--- src/rtl/io_port_if.sv ---
// Port-side bundle between the processor/host and io_port_peripheral.
// slave = the peripheral, master = whoever drives the processor and host sides.
interface io_port_if #(
  parameter int DATA_W = 16
);
  logic [DATA_W-1:0] outputPort;
  logic              out_wr;
  logic [DATA_W-1:0] inputPort;
  logic              in_rd;
  logic              interrupt;
  logic              irq_en;
  logic [DATA_W-1:0] host_rd_data;
  logic              host_rd_valid;
  logic              host_rd_ready;
  logic [DATA_W-1:0] host_wr_data;
  logic              host_wr_valid;
  logic              host_wr_ready;
  logic              tx_ovf;

  modport slave (
    input  outputPort, out_wr, in_rd, irq_en, host_rd_ready, host_wr_data, host_wr_valid,
    output inputPort, interrupt, host_rd_data, host_rd_valid, host_wr_ready, tx_ovf
  );

  modport master (
    output outputPort, out_wr, in_rd, irq_en, host_rd_ready, host_wr_data, host_wr_valid,
    input  inputPort, interrupt, host_rd_data, host_rd_valid, host_wr_ready, tx_ovf
  );
endinterface

--- src/rtl/io_port_peripheral.sv ---
// Processor-side I/O peer: TX FIFO (processor -> host), RX FIFO (host -> processor), pulsed IRQ.
// Optional IO_PEER_LOOPBACK_EN adds a loopback input that moves TX head words into the RX FIFO.
module io_port_peripheral #(
  parameter int DATA_W     = 16,
  parameter int FIFO_DEPTH = 8,
  parameter int IRQ_PULSE  = 2
) (
  input  logic clk,
  input  logic rst,
`ifdef IO_PEER_LOOPBACK_EN
  input  logic loopback,
`endif
  io_port_if.slave bus
);
  localparam int AW = $clog2(FIFO_DEPTH);
  localparam int PW = AW + 1;
  localparam int CW = $clog2(IRQ_PULSE + 1);

  typedef enum logic [1:0] {ST_IDLE, ST_PULSE, ST_WAIT} irq_state_e;

  logic [FIFO_DEPTH-1:0][DATA_W-1:0] tx_mem_q, tx_mem_d, rx_mem_q, rx_mem_d;
  logic [PW-1:0] tx_wr_q, tx_wr_d, tx_rd_q, tx_rd_d;
  logic [PW-1:0] rx_wr_q, rx_wr_d, rx_rd_q, rx_rd_d;
  logic          tx_ovf_q, tx_ovf_d;
  irq_state_e    state_q, state_d;
  logic [CW-1:0] cnt_q, cnt_d;

  logic tx_empty, tx_full, rx_empty, rx_full;
  logic tx_pop_host, tx_pop, tx_push;
  logic rx_pop, rx_push_host, rx_push, lb_xfer;
  logic [DATA_W-1:0] tx_head, rx_head, rx_push_data;

  // Extra MSB on the pointers separates full from empty when the index bits match.
  assign tx_empty = (tx_wr_q == tx_rd_q);
  assign tx_full  = (tx_wr_q[PW-1] != tx_rd_q[PW-1]) && (tx_wr_q[AW-1:0] == tx_rd_q[AW-1:0]);
  assign rx_empty = (rx_wr_q == rx_rd_q);
  assign rx_full  = (rx_wr_q[PW-1] != rx_rd_q[PW-1]) && (rx_wr_q[AW-1:0] == rx_rd_q[AW-1:0]);
  assign tx_head  = tx_mem_q[tx_rd_q[AW-1:0]];
  assign rx_head  = rx_mem_q[rx_rd_q[AW-1:0]];

  always_comb begin
    tx_pop_host  = bus.host_rd_ready & ~tx_empty;
    rx_pop       = bus.in_rd & ~rx_empty;
    rx_push_host = bus.host_wr_valid & (~rx_full | rx_pop);
`ifdef IO_PEER_LOOPBACK_EN
    // Loopback only uses idle FIFO ports: host pop and host push both win over it.
    lb_xfer      = loopback & ~tx_empty & ~tx_pop_host & ~rx_full & ~rx_push_host;
`else
    lb_xfer      = 1'b0;
`endif
    tx_pop       = tx_pop_host | lb_xfer;
    tx_push      = bus.out_wr & (~tx_full | tx_pop);
    rx_push      = rx_push_host | lb_xfer;
    rx_push_data = rx_push_host ? bus.host_wr_data : tx_head;

    tx_mem_d = tx_mem_q;
    rx_mem_d = rx_mem_q;
    if (tx_push) tx_mem_d[tx_wr_q[AW-1:0]] = bus.outputPort;
    if (rx_push) rx_mem_d[rx_wr_q[AW-1:0]] = rx_push_data;

    tx_wr_d  = tx_push ? tx_wr_q + PW'(1) : tx_wr_q;
    tx_rd_d  = tx_pop  ? tx_rd_q + PW'(1) : tx_rd_q;
    rx_wr_d  = rx_push ? rx_wr_q + PW'(1) : rx_wr_q;
    rx_rd_d  = rx_pop  ? rx_rd_q + PW'(1) : rx_rd_q;
    tx_ovf_d = tx_ovf_q | (bus.out_wr & tx_full & ~tx_pop);
  end

  always_comb begin
    state_d = state_q;
    cnt_d   = cnt_q;
    case (state_q)
      ST_IDLE: begin
        if (bus.irq_en && !rx_empty) begin
          state_d = ST_PULSE;
          cnt_d   = '0;
        end
      end
      ST_PULSE: begin
        if (cnt_q == CW'(IRQ_PULSE - 1)) state_d = ST_WAIT;
        else                             cnt_d   = cnt_q + CW'(1);
      end
      ST_WAIT: begin
        if (rx_pop) state_d = ST_IDLE;
      end
      default: state_d = ST_IDLE;
    endcase
  end

  always_ff @(posedge clk) begin
    tx_mem_q <= tx_mem_d;
    rx_mem_q <= rx_mem_d;
  end

  always_ff @(posedge clk) begin
    if (rst) begin
      tx_wr_q  <= '0;
      tx_rd_q  <= '0;
      rx_wr_q  <= '0;
      rx_rd_q  <= '0;
      tx_ovf_q <= 1'b0;
      state_q  <= ST_IDLE;
      cnt_q    <= '0;
    end else begin
      tx_wr_q  <= tx_wr_d;
      tx_rd_q  <= tx_rd_d;
      rx_wr_q  <= rx_wr_d;
      rx_rd_q  <= rx_rd_d;
      tx_ovf_q <= tx_ovf_d;
      state_q  <= state_d;
      cnt_q    <= cnt_d;
    end
  end

  assign bus.inputPort     = rx_empty ? '0 : rx_head;
  assign bus.host_rd_data  = tx_empty ? '0 : tx_head;
  assign bus.host_rd_valid = ~tx_empty;
  assign bus.host_wr_ready = ~rx_full;
  assign bus.interrupt     = (state_q == ST_PULSE);
  assign bus.tx_ovf        = tx_ovf_q;
endmodule
--- src/flat_wrapper.sv ---
// flat-port wrapper written by rule: the top's interface ports become plain ports
module io_port_peripheral_flat 
#(
  parameter int DATA_W     = 16,
  parameter int FIFO_DEPTH = 8,
  parameter int IRQ_PULSE  = 2
)
  (clk, rst, bus_outputPort, bus_out_wr, bus_in_rd, bus_irq_en, bus_host_rd_ready, bus_host_wr_data, bus_host_wr_valid, bus_inputPort, bus_interrupt, bus_host_rd_data, bus_host_rd_valid, bus_host_wr_ready, bus_tx_ovf);
  io_port_if #(.DATA_W(DATA_W)) bus_i ();
  input  logic clk;
  input  logic rst;
  input wire logic [$bits(bus_i.outputPort)-1:0] bus_outputPort;
  input wire logic [$bits(bus_i.out_wr)-1:0] bus_out_wr;
  input wire logic [$bits(bus_i.in_rd)-1:0] bus_in_rd;
  input wire logic [$bits(bus_i.irq_en)-1:0] bus_irq_en;
  input wire logic [$bits(bus_i.host_rd_ready)-1:0] bus_host_rd_ready;
  input wire logic [$bits(bus_i.host_wr_data)-1:0] bus_host_wr_data;
  input wire logic [$bits(bus_i.host_wr_valid)-1:0] bus_host_wr_valid;
  output wire logic [$bits(bus_i.inputPort)-1:0] bus_inputPort;
  output wire logic [$bits(bus_i.interrupt)-1:0] bus_interrupt;
  output wire logic [$bits(bus_i.host_rd_data)-1:0] bus_host_rd_data;
  output wire logic [$bits(bus_i.host_rd_valid)-1:0] bus_host_rd_valid;
  output wire logic [$bits(bus_i.host_wr_ready)-1:0] bus_host_wr_ready;
  output wire logic [$bits(bus_i.tx_ovf)-1:0] bus_tx_ovf;
  assign bus_i.outputPort = bus_outputPort;
  assign bus_i.out_wr = bus_out_wr;
  assign bus_i.in_rd = bus_in_rd;
  assign bus_i.irq_en = bus_irq_en;
  assign bus_i.host_rd_ready = bus_host_rd_ready;
  assign bus_i.host_wr_data = bus_host_wr_data;
  assign bus_i.host_wr_valid = bus_host_wr_valid;
  assign bus_inputPort = bus_i.inputPort;
  assign bus_interrupt = bus_i.interrupt;
  assign bus_host_rd_data = bus_i.host_rd_data;
  assign bus_host_rd_valid = bus_i.host_rd_valid;
  assign bus_host_wr_ready = bus_i.host_wr_ready;
  assign bus_tx_ovf = bus_i.tx_ovf;
  io_port_peripheral #(.DATA_W(DATA_W), .FIFO_DEPTH(FIFO_DEPTH), .IRQ_PULSE(IRQ_PULSE)) u_core (.clk(clk), .rst(rst), .bus(bus_i));
endmodule
--- config.mk ---
export PLATFORM = sky130hd
export DESIGN_NAME = io_port_peripheral_flat
export DESIGN_NICKNAME = d
export VERILOG_FILES = /design/src/rtl/io_port_if.sv /design/src/rtl/io_port_peripheral.sv /design/src/flat_wrapper.sv
export SDC_FILE = /design/constraint.sdc
export NUM_CORES = 1
export LEC_CHECK = 0
export BUFFER_PORTS_ARGS = -buffer_cell sky130_fd_sc_hd__buf_2
export CAP_MARGIN = 10
export CORE_ASPECT_RATIO = 0.6
export CORE_MARGIN = 1
export CORE_UTILIZATION = 40
export DETAILED_ROUTE_END_ITERATION = 12
export SLEW_MARGIN = 20
export SYNTH_ARGS = -nofsm -noshare
export SYNTH_HDL_FRONTEND = slang
export SYNTH_SLANG_ARGS = --single-unit
--- constraint.sdc ---
create_clock -name clk -period 7.45 [get_ports clk]
set_input_delay 1.49 -clock clk [delete_from_list [all_inputs] [get_ports clk]]
set_output_delay 1.49 -clock clk [all_outputs]
set_load 0.02 [all_outputs]
==> metrics.md <==
| Metric | Value |
|---|---|
| Ranking of synthesized cells by area | `edfxtp_1, mux4_2, mux4_1` |
| IO Port Bufs | `74` |
| Post-CTS setup buffers | `0` |
| Met1 Use GR | `about a quarter` |
| Initial antenna violation count | `2` |
| Most used routing layer | `met2` |
| Wire length after detailed routing | `24.1 mm` |
| Largest stage delay, worst path | `0.56 ns` |
| Final setup violation count | `0` |
| Tcrit/Tclk final | `57.1%` |
| Clock latency on the worst-skew pair | `between 0.5 and 0.6 ns` |
| Starting density of the core | `41.2%` |
| Simple-gate share of the synthesized area | `4.79%` |
| Most frequent cell after synthesis | `edfxtp_1` |
| Net Sw Frac | `25.9%` |
| Cell mode on critical path | `buf_4` |
| CP startpoint kind | `register` |
| Final clock skew | `around 0.010 ns` |
| Routed vias | `5721` |
| Worst slew pin tran | `~1.1 ns` |
| Die Area | `slightly below 0.03 sq mm` |
| Number of flops mapped to enable cells by yosys | `~260` |
| Critical Path End Type | `output port` |
| Worst Path Max Fanout | `33` |
| Clock transition at path regs | `around 0.060 ns` |
| Post-Synth Adder-Cell Area | `less than 1%` |
| P_leak | `roughly 0.0044 uW` |
| Placer Congestion | `between 0.7 and 0.8` |
| Post-Syn Nets | `a little over 600` |
| Post-synth design cell area | `~0.012 sq mm` |
| Synth Area in Compound Gates | `approximately 1.9%` |
| Fin Setup TNS | `0 ns` |
| Internal power | `roughly 2800 uW` |
| Layout area overhead | `13.5%` |
| # IOs | `between 70 and 80` |
| Clock buffer depth | `3` |
| Sequential area share after synthesis | `70.4%` |
| Fillers | `approximately 2300` |
| Die Y-Extent | `133 um` |
| Largest family of logic cells by synthesized area | `multiplexers` |
| Grt total ovfl | `0` |
| First-pass iteration count of the detailed router | `5` |
| Wirelength per Cell | `between 20 and 25 um` |
| Rel. slew slack | `about 28%` |
| DRC errors left | `0` |
| Drt initial violations | `roughly 320` |
| Unrepaired setup endpoints after global routing | `no` |
| Slowest stage cell on the critical path | `buf_4` |
| NumNets Final | `approximately 700` |
| Worst hold slack | `about 0.5 ns` |
| Clock sink count | `~280` |
| Xor and xnor fraction of the mapped netlist area | `1.05%` |
| Gate power share | `between 10% and 20%` |
| CP Class | `register to output port` |
| Worst vdd ir | `approximately 140 uV` |
| Post-CTS Resized | `0` |
| Avg Cell Area, Syn | `around 20 sq um` |
| Crit path arrival time | `roughly 2.8 ns` |
| Final Hold Viols | `0` |
| TritonCTS Buffers | `26` |
| Grt met3 use | `3.71%` |
| Status | `complete, no violations` |
| # diodes | `0` |
| Period minus WS final | `around 4.3 ns` |
| Mux share of post-synthesis cell area | `between 10% and 20%` |
| Cells after Synth | `between 500 and 600` |
| CTS Hold Bufs | `0` |
| Synth warnings | `0` |
| Max-cap violation count | `0` |
| Clock power frac | `between 30% and 40%` |
| Reg power frac | `~49%` |
| Core box area | `around 0.028 sq mm` |
| Layout cells sized above 1 | `33.2%` |
| Rows | `between 40 and 50` |
| Detail Placement HPWL | `between 10 and 15 mm` |
| Post-synthesis register bit count | `about 280` |
| Post-synth top cells | `edfxtp_1, mux4_2, mux4_1` |
| Pwr Density | `between 200 and 300 mW/mm^2` |
| P_sw | `976 uW` |
| WP data required | `between 5 and 6 ns` |
| Vias/cell | `around 5.5` |
| Synth Flop Type | `edfxtp_1` |
| Largest net degree at the start of global routing | `37` |
| Async set-reset flop share out of synthesis | `0%` |
| H-tree Lvls | `1` |
| Root Driver | `clkbuf_16` |
| Number of global-route vias before repair | `~5900` |
| Number of antenna-violating nets in the routed design | `0` |
| F_max | `235 MHz` |
| Synth top area share | `between 60% and 70%` |
| First-pass GRT wire length | `36.4 mm` |
| Synth area leader | `edfxtp_1` |
| Met2 GRT Util | `25.7%` |
| Max Slew Vio Count | `0` |
| Die X | `221 um` |
| Worst hold path type | `register to register` |
| Total GRT Usage | `16.7%` |
| Synth cell types | `53` |
| CTS tree | `done` |
| Critical-path cell list | `buf_4, xor2_1, nor4_4, buf_4, nor2_1, buf_2` |
[cell type report]
class                      count  area [sq um]  share of cell area [%]
sequential                   277          8110                    62.0
inverter                      11          41.3                   0.316
clock buffer                  31           691                    5.28
multi-input combinational    257          3210                    24.6
timing repair buffer          87           468                    3.58
tap                          367           459                    3.51
clock inverter                 9          96.3                   0.737
[stage by stage]
| step | cell area [sq um] | worst slack [ns] | instances | power (uW) | utilization [%] |
|---|---|---|---|---|---|
| 3_3_place_gp | 12300 | 3.43 | 999 | 2530 | 44.0 |
| 5_1_grt | 13100 | 2.97 | 1039 | 3920 | 46.8 |
| 6_report | 13100 | 3.20 | 1039 | 3770 | 46.8 |
| 3_5_place_dp | 12300 | 3.26 | 999 | 2550 | 44.0 |
| 2_1_floorplan | 11500 | 3.75 | 577 | 2350 | - |
| 4_1_cts | 13100 | 2.72 | 1039 | 3810 | 46.8 |
[power groups by stage]
stage | clock network (uW) | registers (uW) | logic [uW]
final | 1270 | 1830 | 678
after global routing | 1360 | 1840 | 733
after CTS | 1290 | 1830 | 691
after detailed placement | 0 | 1860 | 688
after global placement | 0 | 1860 | 673
after floorplan | 0 | 1820 | 525
[kinds of logic (layout without fill, tap and decap cells)]
group           Yosys count  in the layout
compound gates           29             29
xor+xnor                 13             13
fa+ha+maj                 5              5
buf+inv                  43            138
flops                   277            277
mux                     120            120
simple gates             90             90
[sequential cells by signal (all words and copies together) (netlist names)]
register,count
u_core.tx_wr_q,4
u_core.tx_rd_q,4
u_core.tx_mem_q,128
u_core.rx_wr_q,4
u_core.rx_rd_q,4
u_core.cnt_q,2
u_core.bus.tx_ovf,1
u_core.state_q,2
u_core.rx_mem_q,128
[cells in the final DEF, fill, tap and decap left out, types with 3 or more instances in the layout]
cell / Yosys / routed
mux2_2: 19 / 19
nor2_1: 26 / 26
or3_1: 5 / 5
o21ai_0: 5 / 5
buf_2: 11 / 74
buf_4: 1 / 13
and2_2: 10 / 10
clkbuf_16: 0 / 27
mux2_4: 15 / 15
mux4_1: 28 / 28
nand4_1: 4 / 4
dfxtp_1: 21 / 19
xnor2_1: 3 / 3
and4_1: 4 / 4
and4b_1: 5 / 4
nor4_2: 1 / 5
clkbuf_1: 8 / 4
nand2_1: 5 / 5
nor3_1: 4 / 3
inv_1: 9 / 9
mux4_2: 36 / 36
ha_1: 5 / 5
and2_1: 5 / 5
mux2i_1: 20 / 20
nand2b_1: 3 / 3
nor2b_1: 7 / 7
o311ai_0: 3 / 3
xor2_1: 9 / 9
clkinv_2: 0 / 4
edfxtp_1: 256 / 256
a21oi_1: 12 / 10
[layer usage]
layer / vias up / wire [um]
li1: 2520 / -
met1: 3018 / 11600
met2: 145 / 10800
met3: 36 / 1270
met4: 2 / 397
met5: - / 13
[worst max-delay path: cells and delay by family (launching register included)]
family,cells,cell delay (ns)
buffers and inverters,3,1.06
and+or+nand+nor,2,0.45
DFF,1,0.41
xor gates and xnor gates,1,0.29
[path summary, 6_finish.rpt]
| kind | slack, ns | from | cells after the start | to |
|---|---|---|---|---|
| setup reg to reg | 4.25 | u_core.rx_rd_q[0] | 5 | u_core.rx_mem_q[24] |
| hold / removal | 0.50 | u_core.bus.tx_ovf | 2 | u_core.bus.tx_ovf |
| hold reg to reg | 0.50 | u_core.bus.tx_ovf | 2 | u_core.bus.tx_ovf |
| setup / recovery | 3.20 | u_core.rx_rd_q[0] | 6 | bus_inputPort[14] |
No activity file was read; power rests on OpenSTA's default activity.
